File: config.mk
export PLATFORM = sky130hd
export DESIGN_NAME = conv_result_sink
export DESIGN_NICKNAME = d
export VERILOG_FILES = /design/src/rtl/tpu_pkg.sv /design/src/rtl/conv_result_sink_fifo.sv /design/src/rtl/conv_result_sink.sv
export SDC_FILE = /design/constraint.sdc
export NUM_CORES = 1
export LEC_CHECK = 0
export BUFFER_PORTS_ARGS = -buffer_cell sky130_fd_sc_hd__clkbuf_2
export CORE_MARGIN = 4
export CORE_UTILIZATION = 25
export CTS_BUF_LIST = sky130_fd_sc_hd__clkbuf_4 sky130_fd_sc_hd__clkbuf_8 sky130_fd_sc_hd__clkbuf_16
export DETAILED_ROUTE_END_ITERATION = 7
export SYNTH_ARGS = -nofsm -noshare
export SYNTH_HDL_FRONTEND = slang
export SYNTH_SLANG_ARGS = --single-unit
File: constraint.sdc
create_clock -name clk -period 2.5 [get_ports clk]
set_input_delay 0.125 -clock clk [delete_from_list [all_inputs] [get_ports clk]]
set_output_delay 0.125 -clock clk [all_outputs]
set_load 0.01 [all_outputs]
File: src/rtl/tpu_pkg.sv
// Shared types for the convolution result sink.
//   state_t      : sink FSM states
//   fifo_entry_t : one buffered result {last, data}
//   n_out()      : number of outputs per frame for an MxM input and CxC kernel
package tpu_pkg;

  localparam int unsigned DATA_W = 8;

  typedef enum logic [1:0] {
    IDLE    = 2'd0,
    COLLECT = 2'd1,
    DRAIN   = 2'd2
  } state_t;

  typedef struct packed {
    logic              last;
    logic [DATA_W-1:0] data;
  } fifo_entry_t;

  function automatic int unsigned n_out(input int unsigned m, input int unsigned c);
    return (m - c + 1) * (m - c + 1);
  endfunction

endpackage

File: src/rtl/conv_result_sink_fifo.sv
// Synchronous FIFO with extra-bit pointers.
//   clk, rst      : clock, async active-low reset (clears pointers only)
//   push/push_data: write request; accepted when not full or when popping
//   pop           : read request; ignored when empty
//   head          : data at the read pointer
//   full, empty   : occupancy flags
module sync_fifo #(
  parameter int unsigned WIDTH = 9,
  parameter int unsigned DEPTH = 8
) (
  input  logic             clk,
  input  logic             rst,
  input  logic             push,
  input  logic [WIDTH-1:0] push_data,
  input  logic             pop,
  output logic [WIDTH-1:0] head,
  output logic             full,
  output logic             empty
);

  localparam int unsigned AW = $clog2(DEPTH);
  localparam int unsigned PW = AW + 1;

  logic [WIDTH-1:0] mem [DEPTH];
  logic [PW-1:0]    wr_ptr;
  logic [PW-1:0]    rd_ptr;
  logic             do_push;
  logic             do_pop;

  assign empty   = (wr_ptr == rd_ptr);
  assign full    = (wr_ptr[AW] != rd_ptr[AW]) && (wr_ptr[AW-1:0] == rd_ptr[AW-1:0]);
  assign do_pop  = pop && !empty;
  // A full FIFO still takes a write when the head leaves in the same cycle.
  assign do_push = push && (!full || do_pop);
  assign head    = mem[rd_ptr[AW-1:0]];

  // Pointer update
  always_ff @(posedge clk or negedge rst) begin
    if (!rst) begin
      wr_ptr <= '0;
      rd_ptr <= '0;
    end else begin
      if (do_push) wr_ptr <= wr_ptr + PW'(1);
      if (do_pop)  rd_ptr <= rd_ptr + PW'(1);
    end
  end

  // Storage, no reset needed
  always_ff @(posedge clk) begin
    if (do_push) mem[wr_ptr[AW-1:0]] <= push_data;
  end

endmodule

File: src/rtl/conv_result_sink.sv
// Captures convolution sums on conv_done, applies ReLU and arithmetic shift,
// buffers them in a FIFO and streams them out with valid/ready.
//   clk, rst        : clock, async active-low reset
//   start           : arms one frame (IDLE only)
//   conv_done/data  : engine result pulse and signed sum
//   out_valid/ready : output handshake; out_data/out_last from FIFO head
//   frame_done      : one-cycle pulse once the frame has fully drained
//   overflow        : sticky, a result was dropped on a full FIFO
//   busy            : FSM not in IDLE
module conv_result_sink
  import tpu_pkg::*;
#(
  parameter int unsigned DATA_WIDTH = DATA_W,
  parameter int unsigned MATRIX_DIM = 16,
  parameter int unsigned CONV_DIM   = 3,
  parameter int unsigned FIFO_DEPTH = 8,
  parameter int unsigned SHIFT      = 0,
  parameter int unsigned RELU       = 1
) (
  input  logic                  clk,
  input  logic                  rst,
  input  logic                  start,
  input  logic                  conv_done,
  input  logic [DATA_WIDTH-1:0] conv_data,
  output logic                  out_valid,
  input  logic                  out_ready,
  output logic [DATA_WIDTH-1:0] out_data,
  output logic                  out_last,
  output logic                  frame_done,
  output logic                  overflow,
  output logic                  busy
);

  localparam int unsigned N_OUT   = n_out(MATRIX_DIM, CONV_DIM);
  localparam int unsigned CNT_W   = $clog2(N_OUT + 1);
  localparam int unsigned ENTRY_W = $bits(fifo_entry_t);

  state_t                  state;
  state_t                  state_next;
  logic [CNT_W-1:0]        cnt;
  logic                    stage_valid;
  fifo_entry_t             stage_entry;
  fifo_entry_t             head_entry;
  logic                    fifo_full;
  logic                    fifo_empty;
  logic                    fifo_pop;
  logic                    arm;
  logic                    capture;
  logic                    last_sample;
  logic                    drained;
  logic signed [DATA_WIDTH-1:0] relu_v;
  logic signed [DATA_WIDTH-1:0] proc_v;

  assign arm         = (state == IDLE) && start;
  assign capture     = (state == COLLECT) && conv_done;
  assign last_sample = (cnt == CNT_W'(N_OUT - 1));
  assign drained     = (state == DRAIN) && !stage_valid && fifo_empty;
  assign fifo_pop    = out_ready && !fifo_empty;

  // ReLU then arithmetic right shift
  always_comb begin
    relu_v = $signed(conv_data);
    if ((RELU != 0) && conv_data[DATA_WIDTH-1]) relu_v = '0;
    proc_v = relu_v >>> SHIFT;
  end

  // State register
  always_ff @(posedge clk or negedge rst) begin
    if (!rst) state <= IDLE;
    else      state <= state_next;
  end

  // Next-state logic
  always_comb begin
    state_next = state;
    case (state)
      IDLE:    if (start) state_next = COLLECT;
      COLLECT: if (conv_done && last_sample) state_next = DRAIN;
      DRAIN:   if (drained) state_next = IDLE;
      default: state_next = IDLE;
    endcase
  end

  // Sample counter, stage register and sticky overflow
  always_ff @(posedge clk or negedge rst) begin
    if (!rst) begin
      cnt         <= '0;
      stage_valid <= 1'b0;
      stage_entry <= '0;
      overflow    <= 1'b0;
    end else begin
      stage_valid <= capture;
      if (capture) begin
        stage_entry.data <= DATA_W'(proc_v);
        stage_entry.last <= last_sample;
      end
      if (arm)          cnt <= '0;
      else if (capture) cnt <= cnt + CNT_W'(1);
      if (arm) overflow <= 1'b0;
      else if (stage_valid && fifo_full && !fifo_pop) overflow <= 1'b1;
    end
  end

  sync_fifo #(
    .WIDTH (ENTRY_W),
    .DEPTH (FIFO_DEPTH)
  ) u_fifo (
    .clk       (clk),
    .rst       (rst),
    .push      (stage_valid),
    .push_data (stage_entry),
    .pop       (fifo_pop),
    .head      (head_entry),
    .full      (fifo_full),
    .empty     (fifo_empty)
  );

  // Head is gated so idle outputs read as zero rather than stale storage.
  assign out_valid  = !fifo_empty;
  assign out_data   = out_valid ? DATA_WIDTH'(head_entry.data) : '0;
  assign out_last   = out_valid && head_entry.last;
  // Decoded from registered state so a coincident start sees DRAIN and is ignored.
  assign frame_done = drained;
  assign busy       = (state != IDLE);

endmodule

---- After elaboration in Yosys (flattened, before gate mapping) ----
Memories as Yosys holds them, arrays and structs flattened.
Index checks and enable logic that the tools add are counted.
word-level totals
  flip-flop bits (word level) ............. 29
  bits in writable memories ............... 72
  memories kept ........................... 1
  word-level logic and storage cells ...... 55
  input bits .............................. 13
memories
  name        depth  width  rd ports  clocked after Yosys merged registers in  write ports  RTL line                     source
  u_fifo.mem  8      9      1         0                                        1            conv_result_sink_fifo.sv:24  logic [WIDTH-1:0] mem [DEPTH];
operators by class
  reduce and logical (&&, ||, !) cells .... 22
  add/sub/neg operators ................... 3
  mux-type cells .......................... 12
  equality and inequality tests ........... 9
operators with widths
  cell                   number
  $mux W8                3
  $logic_and A1 B1 Y1    12
  $add A4 B1 Y4 const B  2
  $add A8 B1 Y8 const B  1
  $eq A8 B8 Y1 const B   1
  $mux W7                1
  $mux W2                3
  $pmux W2 S3            1
  $reduce_bool A2 Y1     3
  $eq A4 B4 Y1           1
  $logic_not A1 Y1       4
  $mux W1                4
  $ne A2 B2 Y1 const B   2
  $eq A3 B3 Y1           1
  $reduce_and A3 Y1      1
  $eq A2 B1 Y1 const B   1
  $eq A2 B2 Y1 const B   1
  $logic_not A2 Y1       1
  $ne A2 B1 Y1 const B   1
  $logic_or A1 B1 Y1     1
  $ne A1 B1 Y1           1

---- Longest topological paths before layout ----
  depth in word-level cells ............... 8
  gate-level depth with buffers ........... 6

---- By module ----
From an unflattened synthesis, not the netlist that was laid out.
second synthesis, totals
  cells, all modules ...................... 268
  area, all modules ....................... 4,311.6 µm²
by module, submodules not included
  module            area each (µm²)  cells an instance  times used
  sync_fifo         3,299.4          161                1
  conv_result_sink  1,012.2          107                1

---- Least setup slack after synthesis ----
Ideal clock, no wire load.
  path type ............................... register to register
  from .................................... register u_fifo.rd_ptr[0]
  to ...................................... memory u_fifo.mem[0][0] (enable)
  path buffers ............................ 1
  clock period less this slack ............ 2.179 ns
  data arrival time ....................... 1.784 ns
  cell stages (with the launch flop) ...... 6
  setup time .............................. 0.395 ns
  slack ................................... 0.321 ns
  cell sequence ........................... dfrtp_1 buf_4 xnor2_1 nand3_1 o21ai_2 nor4_1
on the way
  cells in the longest elaborated chain, start to end .. 8
ends and longest elaborated chain
  element                            RTL line                                             source
  start: declaration                 conv_result_sink_fifo.sv:26                          logic [PW-1:0] rd_ptr;
  start signal: assignment           conv_result_sink_fifo.sv:44                          if (do_pop) rd_ptr <= rd_ptr + PW'(1);
  $eq A4 B4 Y1                       conv_result_sink_fifo.sv:30                          assign empty = (wr_ptr == rd_ptr);
  $logic_not A1 Y1                   conv_result_sink_fifo.sv:32, conv_result_sink.sv:58
  $logic_and A1 B1 Y1                conv_result_sink.sv:58                               assign fifo_pop = out_ready && !fifo_empty;
  $logic_and A1 B1 Y1                conv_result_sink_fifo.sv:32                          assign do_pop = pop && !empty;
  $logic_or A1 B1 Y1 (*)             conv_result_sink_fifo.sv:34                          assign do_push = push && (!full || do_pop);
  $logic_and A1 B1 Y1 (*)            conv_result_sink_fifo.sv:34
  $mux W1 (*)                        conv_result_sink_fifo.sv:50                          if (do_push) mem[wr_ptr[AW-1:0]] <= push_data;
  $mux W1 (implied by the code) (*)  conv_result_sink_fifo.sv:50
  end: declaration                   conv_result_sink_fifo.sv:24
Mark *: on every way between the ends. The rest lies on a longest branch, timed or not.

---- Worst setup path in the final report ----
  from .................................... register u_fifo.rd_ptr[0]
  to ...................................... output out_data[0]
on the way
  cells in the longest elaborated chain, start to end .. 2
ends and longest elaborated chain
  element                                               RTL line                 source
  $mem_v2 Z8 W9 / $eq A4 B4 Y1 (equally long branches)  -
  $mux W8 (*)                                           conv_result_sink.sv:120  assign out_data = out_valid ? DATA_WIDTH'(head_entry.data) : '0;
  end: declaration                                      conv_result_sink.sv:27   output logic [DATA_WIDTH-1:0] out_data,
Marks and branches as above.

==> results.toml <==
[outcome]
outcome = "completed"

[floorplan]
num_rows = 45
die_w_um = 132
die-area_um2 = 17500
ioPinCount = 26
die_h_um = 132
design.core.area_um2 = 15200
start_util_pct = 25.4

[critical_path]
critPathMaxStageDelay_ns = 0.56
endpoint = "out_data[0]"
critical_path_class = "reg -> out"
cp_cell_sequence = "buf_4, mux4_2, mux2i_1, nor2_1, clkbuf_2"
crit_start = "u_fifo.rd_ptr[0]"
cp_max_fo = 20
required_ns = 2.38
ff2ff_setup_slack_ns = 0.53
worstReg2RegEnd = "u_fifo.mem[5][7]"
reg2reg_depth = 4
cp.arrival_ns = 2.08
critPathSlowestCell = "mux4_2"
end_kind = "primary output"
worst_r2r_startpoint = "u_fifo.wr_ptr[0]"
start_kind = "flip-flop"

[clock_tree]
cts-buffers-inserted = 9
hold_buffers = 1
cts_root_buf = "clkbuf_16"
cts_setup_buffers = 0
cts_tree = "yes"
clock_path_buffers = 2
h-tree-depth = 3
clk_transition_reported_paths_ns = 0.06
worstSkewPairLatency_ns = 0.34
clkSinkCount = 92
cts_resized = 0

[min_path]
hp-start = "start"
hp-class = "in -> reg"
hold_depth = 3

[flow_run]
maxCapViolations = 0

[place]
portBuffers = 24
place.gp.congestion = 0.712
dpl_cell_area_um2 = 4270
dp_slack_ns = 0.500
hpwlAfterDp_mm = 5.20

[timing]
setup_violations = 0
whs_ns = 0.0387
period_share_pct = 88.1
worst_slew_pin_slew_ns = 0.778
max_freq_ghz = 0.454
rsz0062_at_grt = "no"
skew_ns = 0.00863
slew_headroom_pct = 48.0
post-route-min-period_ns = 2.20
setup_ws_ns = 0.296
drv_slew = 0
hold_viol = 0
setup_tns_ns = 0

[drt]
dr.first_iter.drc_count = 137
drtPass1Iterations = 4
ant_nets = 0
vias = 2078
drc = 0
via_per_inst = 4.33
wire_per_inst_um = 15.6
totalWireLength_mm = 7.48

[layout]
nFillCells = 1509
design_area_um2 = 4600
layout.nets = 303
diodes = 0
area_growth_pct = 18.9
drive_above_1_share_pct = 26.4

[synthesis]
avgSynthCellArea_um2 = 15.7
yosysWarnings = 0
synth_cells = 247
ys_async_sr_fraction_pct = 30.4
synth_edf_count = 64
synth.net_count = 263
netlist_area_um2 = 3870
synth-main-ff-cell = "edfxtp_1"
synth-seq-cells = 92
ys_types = 38
synth_seq_area_share_pct = 67.8

[power]
peakVddDrop_mv = 0.419
power.leakage_uw = 0.00171
power_uw = 5460
p_per_area_nw_per_um2 = 1190

[grt]
first_global_vias = 2277
track_usage_pct = 9.34
grt_max_degree = 29
grt_pass1_wl_mm = 12.5
grt_antenna_before_repair = 0
grt_overflow = 0
-- cells in the final DEF (no fill, tap or decap), types with 3 or more instances in the layout --
cell	Yosys	layout
inv_6	0	3
xnor2_1	10	10
nand4_1	7	7
dfrtp_1	28	28
a21oi_1	4	4
clkbuf_2	0	24
mux2i_1	8	8
xor2_1	8	8
clkbuf_16	0	9
o21ai_0	12	12
edfxtp_1	64	64
ha_1	3	3
mux4_2	16	16
nand2_1	16	16
nor3_1	7	7
nor2_1	21	21
nand2b_1	10	10
buf_4	3	14
-- report_power, final --
part	internal [uW]	switching [uW]	total, uW	leakage (uW)
sequential	1990	215	2200	0.000955
clock	880	551	1430	0.000158
combinational	827	1000	1830	0.000600
total	3690	1770	5460	0.00171
-- per-layer routing --
metal  wire length [um]  part of all wire (%)  GRT usage, %
met1               3440                    46          12.1
met2               3660                    49          15.2
met3                224                   3.0          1.91
met4                150                   2.0          4.16
met5                  0                     0             0
-- stage by stage --
step / cells / utilization [%]
finish: 480 / 30.2
global route: 480 / 30.2
CTS: 480 / 30.2
detailed placement: 463 / 28.1
global placement: 463 / 28.1
floorplan: 247 / -
-- synth_stat cells, types with 2 or more instances --
cell / instances / area share [%]
ha_1: 3 / 0.97
nand2b_1: 10 / 1.6
mux2i_1: 8 / 2.1
nor2_1: 21 / 2.0
nand4_1: 7 / 1.1
a21oi_1: 4 / 0.52
nor3_1: 7 / 0.91
inv_1: 2 / 0.19
mux4_2: 16 / 9.3
buf_1: 2 / 0.19
xor2_1: 8 / 1.8
o211ai_1: 2 / 0.39
or3_1: 2 / 0.32
dfrtp_1: 28 / 18
xnor2_1: 10 / 2.3
nand2_1: 16 / 1.6
buf_2: 3 / 0.39
o21ai_0: 12 / 1.6
edfxtp_1: 64 / 50
nand3_1: 2 / 0.26
buf_4: 3 / 0.58
-- cells by family after synthesis --
kind of cell / Yosys count / share of synthesized area [%]
simple gates: 73 / 9.77
compound gates: 20 / 2.85
buf+inv: 13 / 1.91
mux: 26 / 12.1
flops: 92 / 67.8
xor+xnor: 19 / 4.50
fa+ha+maj: 3 / 0.971
other cells: 1 / 0.0970
-- worst max-delay path: cells and delay by family (launching register included) --
| family | cells | cell delay, ns |
|---|---|---|
| mux | 2 | 0.79 |
| buf+inv | 2 | 0.51 |
| flops | 1 | 0.37 |
| simple gates | 1 | 0.07 |
-- how the worst min path moves through the flow --
stage,endpoint
floorplan,cnt[0]
global placement,u_fifo.rd_ptr[2]
detailed placement,u_fifo.rd_ptr[2]
CTS,state[0]
global route,state[0]
finish,state[0]
-- sequential cells by signal (all words and copies together), names as in the netlist --
name	flops
u_fifo.mem	64
u_fifo.wr_ptr	4
stage_entry	8
state	2
overflow	1
stage_valid	1
u_fifo.rd_ptr	4
cnt	8
-- final cells by class --
class	instances	area, um^2	share of cell area [%]
clock inverter	7	95.1	2.07
tap	188	235	5.12
timing repair buffer	39	235	5.12
multi-input combinational	142	1170	25.4
sequential	92	2620	57.0
inverter	3	13.8	0.299
clock buffer	9	225	4.90
Note: power is estimated with default switching activity, not from simulation.
